**config.mk**
```make
export PLATFORM = sky130hd
export DESIGN_NAME = fxp32_add_arb
export DESIGN_NICKNAME = d
export VERILOG_FILES = /design/src/rtl/fxp32_pkg.sv /design/src/rtl/fxp32_cla.sv /design/src/rtl/fxp32_add_arb.sv
export SDC_FILE = /design/constraint.sdc
export NUM_CORES = 1
export LEC_CHECK = 0
export CORE_AREA = 2 2 127 129
export DETAILED_ROUTE_END_ITERATION = 8
export DIE_AREA = 0 0 129 131
export MAX_ROUTING_LAYER = met4
export PLACE_DENSITY = 0.82
export SYNTH_ARGS = -nofsm -noshare
export SYNTH_HDL_FRONTEND = slang
export SYNTH_SLANG_ARGS = --single-unit
```
**constraint.sdc**
```tcl
create_clock -name clk -period 9.54 [get_ports clk]
set_clock_uncertainty 0.2 [all_clocks]
set_input_delay 1.431 -clock clk [delete_from_list [all_inputs] [get_ports clk]]
set_output_delay 1.431 -clock clk [all_outputs]
set_load 0.03 [all_outputs]
```
**src/rtl/fxp32_pkg.sv**
```systemverilog
// Shared widths, response-slot state encoding and small helpers for the
// fxp32 shared-adder arbiter.
package fxp32_pkg;

  localparam int FXP32_WIDTH = 32;
  localparam int OPCNT_WIDTH = 16;
  localparam int CLA_GROUP   = 4;

  typedef enum logic {
    ST_EMPTY = 1'b0,
    ST_FULL  = 1'b1
  } rsp_state_e;

  // Two's-complement overflow: carry into the sign bit disagrees with carry out of it.
  function automatic logic signed_ovf(input logic c_into_msb, input logic c_out_msb);
    return c_into_msb ^ c_out_msb;
  endfunction

endpackage

```
**src/rtl/fxp32_cla.sv**
```systemverilog
// 32-bit carry-lookahead adder built from 4-bit lookahead groups; also exposes
// the carry into the sign bit so the caller can detect signed overflow.
module fxp32_cla
  import fxp32_pkg::*;
(
  input  logic [FXP32_WIDTH-1:0] a_i,
  input  logic [FXP32_WIDTH-1:0] b_i,
  input  logic                   cin_i,
  output logic [FXP32_WIDTH-1:0] sum_o,
  output logic                   c_msb_o,
  output logic                   cout_o
);

  localparam int NGRP = FXP32_WIDTH / CLA_GROUP;

  logic [FXP32_WIDTH-1:0] gen_bit;
  logic [FXP32_WIDTH-1:0] prop_bit;
  logic [FXP32_WIDTH-1:0] carry_bit;
  logic [NGRP-1:0]        grp_gen;
  logic [NGRP-1:0]        grp_prop;
  logic [NGRP:0]          grp_carry;

  assign gen_bit  = a_i & b_i;
  assign prop_bit = a_i ^ b_i;

  genvar gi;
  generate
    for (gi = 0; gi < NGRP; gi++) begin : g_grp
      localparam int B = CLA_GROUP * gi;

      assign grp_gen[gi] = gen_bit[B+3]
                         | (prop_bit[B+3] & gen_bit[B+2])
                         | (prop_bit[B+3] & prop_bit[B+2] & gen_bit[B+1])
                         | (prop_bit[B+3] & prop_bit[B+2] & prop_bit[B+1] & gen_bit[B]);
      assign grp_prop[gi] = &prop_bit[B+3:B];

      assign carry_bit[B]   = grp_carry[gi];
      assign carry_bit[B+1] = gen_bit[B] | (prop_bit[B] & grp_carry[gi]);
      assign carry_bit[B+2] = gen_bit[B+1]
                            | (prop_bit[B+1] & gen_bit[B])
                            | (prop_bit[B+1] & prop_bit[B] & grp_carry[gi]);
      assign carry_bit[B+3] = gen_bit[B+2]
                            | (prop_bit[B+2] & gen_bit[B+1])
                            | (prop_bit[B+2] & prop_bit[B+1] & gen_bit[B])
                            | (prop_bit[B+2] & prop_bit[B+1] & prop_bit[B] & grp_carry[gi]);
    end
  endgenerate

  // Group carries only depend on group generate/propagate terms, never on bit carries.
  always_comb begin
    grp_carry    = '0;
    grp_carry[0] = cin_i;
    for (int i = 0; i < NGRP; i++) begin
      grp_carry[i+1] = grp_gen[i] | (grp_prop[i] & grp_carry[i]);
    end
  end

  assign sum_o   = prop_bit ^ carry_bit;
  assign c_msb_o = carry_bit[FXP32_WIDTH-1];
  assign cout_o  = grp_carry[NGRP];

endmodule

```
**src/rtl/fxp32_add_arb.sv**
```systemverilog
// Round-robin arbiter sharing one CLA adder among NREQ requesters, with a
// single registered response slot and a wrapping response counter.
module fxp32_add_arb
  import fxp32_pkg::*;
#(
  parameter int NREQ = 4,
  parameter int IDW  = 2
) (
  input  logic                        clk,
  input  logic                        rst,
  input  logic [NREQ-1:0]             req_valid,
  output logic [NREQ-1:0]             req_ready,
  input  logic [NREQ*FXP32_WIDTH-1:0] req_a,
  input  logic [NREQ*FXP32_WIDTH-1:0] req_b,
  input  logic [NREQ-1:0]             req_sub,
  output logic                        rsp_valid,
  input  logic                        rsp_ready,
  output logic [FXP32_WIDTH-1:0]      rsp_sum,
  output logic                        rsp_ovf,
  output logic [IDW-1:0]              rsp_id,
  output logic [OPCNT_WIDTH-1:0]      op_count
);

  rsp_state_e             state_q;
  logic [IDW-1:0]         ptr_q;
  logic [FXP32_WIDTH-1:0] sum_q;
  logic                   ovf_q;
  logic [IDW-1:0]         id_q;
  logic [OPCNT_WIDTH-1:0] cnt_q;
  logic [OPCNT_WIDTH-1:0] cnt_d;

  logic [FXP32_WIDTH-1:0] a_arr [NREQ];
  logic [FXP32_WIDTH-1:0] b_arr [NREQ];

  logic                   grant_found;
  logic [IDW-1:0]         grant_idx;
  logic [IDW-1:0]         cand_idx;
  logic                   slot_free;
  logic                   xfer;
  logic                   rsp_fire;

  logic [FXP32_WIDTH-1:0] op_a;
  logic [FXP32_WIDTH-1:0] op_b;
  logic                   op_cin;
  logic [FXP32_WIDTH-1:0] sum_d;
  logic                   c_msb;
  logic                   c_out;

  function automatic logic [IDW-1:0] rr_idx(input logic [IDW-1:0] base, input int offs);
    int s;
    s = int'(base) + offs;
    if (s >= NREQ) s = s - NREQ;
    return IDW'(s);
  endfunction

  genvar gi;
  generate
    for (gi = 0; gi < NREQ; gi++) begin : g_unpack
      assign a_arr[gi]     = req_a[FXP32_WIDTH*gi +: FXP32_WIDTH];
      assign b_arr[gi]     = req_b[FXP32_WIDTH*gi +: FXP32_WIDTH];
      assign req_ready[gi] = xfer && (grant_idx == IDW'(gi));
    end
  endgenerate

  // First valid requester after the last winner, wrapping around.
  always_comb begin
    grant_found = 1'b0;
    grant_idx   = '0;
    cand_idx    = '0;
    for (int k = 1; k <= NREQ; k++) begin
      cand_idx = rr_idx(ptr_q, k);
      if (!grant_found && req_valid[cand_idx]) begin
        grant_found = 1'b1;
        grant_idx   = cand_idx;
      end
    end
  end

  assign rsp_valid = (state_q == ST_FULL);
  assign rsp_fire  = rsp_valid && rsp_ready;
  assign slot_free = !rsp_valid || rsp_ready;
  assign xfer      = grant_found && slot_free && !rst;

  // Subtract is A + ~B + 1 through the same adder.
  assign op_a   = a_arr[grant_idx];
  assign op_b   = req_sub[grant_idx] ? ~b_arr[grant_idx] : b_arr[grant_idx];
  assign op_cin = req_sub[grant_idx];

  fxp32_cla u_cla (
    .a_i     (op_a),
    .b_i     (op_b),
    .cin_i   (op_cin),
    .sum_o   (sum_d),
    .c_msb_o (c_msb),
    .cout_o  (c_out)
  );

  assign cnt_d = rsp_fire ? cnt_q + 1'b1 : cnt_q;

  always_ff @(posedge clk) begin
    if (rst) begin
      state_q <= ST_EMPTY;
      ptr_q   <= IDW'(NREQ - 1);
      sum_q   <= '0;
      ovf_q   <= 1'b0;
      id_q    <= '0;
      cnt_q   <= '0;
    end else begin
      cnt_q <= cnt_d;
      if (xfer) begin
        ptr_q <= grant_idx;
        sum_q <= sum_d;
        ovf_q <= signed_ovf(c_msb, c_out);
        id_q  <= grant_idx;
      end
      case (state_q)
        ST_EMPTY: if (xfer) state_q <= ST_FULL;
        ST_FULL:  if (rsp_ready && !xfer) state_q <= ST_EMPTY;
        default:  state_q <= ST_EMPTY;
      endcase
    end
  end

  assign rsp_sum  = sum_q;
  assign rsp_ovf  = ovf_q;
  assign rsp_id   = id_q;
  assign op_count = cnt_q;

endmodule

```
==> metrics.txt <==
status completed; leakage power total 3.89 nW; Placed Cells about 1400; vias per inst 5.23; Worst-path clk slew 0.07 ns; WL per Instance 17.0 µm; top-area cell type share of the netlist area 19.1%; MaxCap Viol Count 0; Worst EP required 9.50 ns; Worst Setup Slack, final 2.36 ns; cell row count 46; flop2flop setup slack 3.70 ns; Synth area leader nand2_1; hold-fix buffers at CTS 0; clock buffer depth 2; met2 wire length ~11000 µm; Area Growth Syn to Fin 60.2%; final net count between 1000 and 1500; drt pass-1 iters 5; clk sink count 54; Residual DRC 0; worst r2r path cells 18; peak supply drop 0.102 mV; combinational power share 74.9%; CTS resizes 0; asr flop ratio synth 0%; P_sw roughly 990 µW; switching part of the total 49.1%; metal1 wirelength 10400 µm; Post-DRT Antenna Nets 0; WL final 23600 µm; Worst Hold Class reg2reg; Routability Congestion roughly 0.96; core area 15600 µm²; TNS Setup 0 ns; Synth cell types 56; total congestion overflow 0; Setup crit end kind flop; I/O pin count 323; critical path arrival ~7.1 ns; P_int a little over 1 mW; final hold viol count 0; startpoint types input pin; DR top layer met4; routed length on met3 1400 µm; Die Height 131 µm; Syn Inst Count roughly 900; max-slew violation count 0; Commonest cells post-synth 296 x nand2_1, 62 x and3_1, 60 x a31oi_1; hold path endpoint rsp_sum[19]; Synth Register Bits 54; vias post-DR 7281; detailed placement HPWL 19200 µm; area occupied by multi-input gates 4430 µm²; EDFF count, synth 0; # port buffers 322; dpl ws 2.12 ns; largest net degree at the start of global routing between 90 and 100; count leader, synth nand2_1; PwrDens 216 nW/µm²; Die ar. between 15000 and 20000 µm²; Clk pwr share 9.3%; layout cell share with drive strength beyond 1 3.07%; Root Buffer Master clkbuf_16; first-pass GRT wire length ~35000 µm; Yosys Warn Count 0; Num CTS Buffers 5; initial antenna violation count 1; reg2reg start ptr_q[0]; Post-Synthesis Cell Area 5820 µm²; post-synthesis sequential area ratio ~19%; die width 129 µm; CTS tree yes; kind of critical path in2reg; Syn Nets 1206; Non-Filler Instances 1392; mean post-synth cell area 6.47 µm²; worst skew pair latency around 0.30 ns; worst reg2reg path endpoint rsp_sum[29]; min Tclk post-route 7.18 ns; Max Clock Freq 139 MHz; RSZ-0062 raised after global routing no; Flop pwr share between 10% and 20%; Hold Crit Depth 2; synth top area cells nand2_1 19%, dfxtp_1 19%, xor2_1 8.1%, ha_1 7.1%, and3_1 6.7%; Initial DRC Count 435; initial core utilization 37.3%; hold_sp rsp_sum[19]; Post-CTS Setup Inserts 0; Layout Utilization 59.7%; GRT Overall Usage between 20% and 30%; endpoints failing setup 0; predominant post-synthesis flop cell dfxtp_1; Slew headroom 34.2%; sequential cell area 1080 µm²; vias in the first global route between 6000 and 7000; Tightest Pin Transition 0.987 ns; CP max FO between 90 and 100; H-tree depth 2; period utilization 75.3%; fillers 1475
per-layer routing:
| metal | GRT usage [%] | vias to the layer above |
|---|---|---|
| met1 | 36.2 | 3322 |
| met4 | 7.80 | 0 |
| met3 | 2.97 | 35 |
| li1 | - | 3622 |
| met5 | - | - |
| met2 | 44.1 | 302 |
registers in the layout (all words and copies together), names as in the netlist:
| signal | flops |
|---|---|
| rsp_ovf | 1 |
| ptr_q | 2 |
| rsp_sum | 32 |
| rsp_id | 2 |
| op_count | 16 |
| rsp_valid | 1 |
logic make-up after synthesis:
family | share of synthesized area [%]
adders and majority gates | 9.51
AOI/OAI and AO/OA | 17.6
and+or+nand+nor | 38.4
muxes | 0.516
xor gates and xnor gates | 9.64
DFF | 18.6
buffers and inverters | 5.83
cells in the final DEF (no fill, tap or decap), types with 6 or more instances in the layout:
| cell | instances |
|---|---|
| nor3_1 | 10 |
| nand4_1 | 7 |
| ha_1 | 33 |
| xor2_1 | 54 |
| a21oi_1 | 25 |
| o21ai_0 | 30 |
| a211oi_1 | 7 |
| fa_1 | 7 |
| inv_1 | 22 |
| xnor2_1 | 10 |
| or3_1 | 6 |
| and3_1 | 62 |
| a31oi_1 | 60 |
| nor2_1 | 38 |
| nand2_1 | 296 |
| and2_1 | 7 |
| clkdlybuf4s50_1 | 322 |
| dfxtp_1 | 54 |
| nand3_1 | 49 |
| buf_4 | 7 |
final cells by class:
type | instances | share of cell area [%]
antenna | 2 | 0.0537
inverter | 23 | 0.927
clock inverter | 1 | 0.0537
clock buffer | 7 | 1.53
sequential | 54 | 11.6
multi-input combinational | 759 | 47.6
tap | 216 | 2.90
timing repair buffer | 330 | 35.4
critical path, stage by stage:
cell             delay [ns]
clkdlybuf4s50_1        0.56
nor2_1                 0.08
nor3_1                 0.57
or3_4                  0.86
nand2_1                0.13
and3_1                 0.20
a31oi_1                0.26
xor2_1                 0.12
ha_1                   0.39
nand4_1                0.19
nor4_2                 0.57
a221oi_1               0.17
a21boi_0               0.37
nor2_1                 0.15
a21oi_2                0.18
a21oi_1                0.12
fa_1                   0.44
xor2_1                 0.15
o21ai_0                0.09
per-stage QoR:
step / hold WS, ns / area [µm²] / power [mW]
4_1_cts: 0.259 / 9310 / 2.01
3_3_place_gp: 0.245 / 9170 / 1.80
5_1_grt: 0.287 / 9320 / 2.17
2_1_floorplan: 0.353 / 5820 / 1.32
6_report: 0.256 / 9320 / 2.01
3_5_place_dp: 0.250 / 9170 / 1.82
how the worst max path moves through the flow:
stage | from | end | slack, ns
6_report | req_valid[1] | rsp_sum[29] | 2.36
5_1_grt | req_valid[1] | rsp_sum[29] | 1.83
3_3_place_gp | req_valid[1] | rsp_sum[29] | 2.31
2_1_floorplan | req_valid[3] | rsp_sum[29] | 3.66
3_5_place_dp | req_valid[1] | rsp_sum[29] | 2.12
4_1_cts | req_valid[1] | rsp_sum[29] | 2.38
power by group through the flow:
stage	clock [mW]	combinational [mW]	sequential [mW]
detailed placement	0	1.50	0.323
global placement	0	1.47	0.321
CTS	0.186	1.51	0.318
global route	0.195	1.65	0.324
floorplan	0	0.889	0.427
finish	0.186	1.51	0.318
Power figures use the tool's default switching activity.
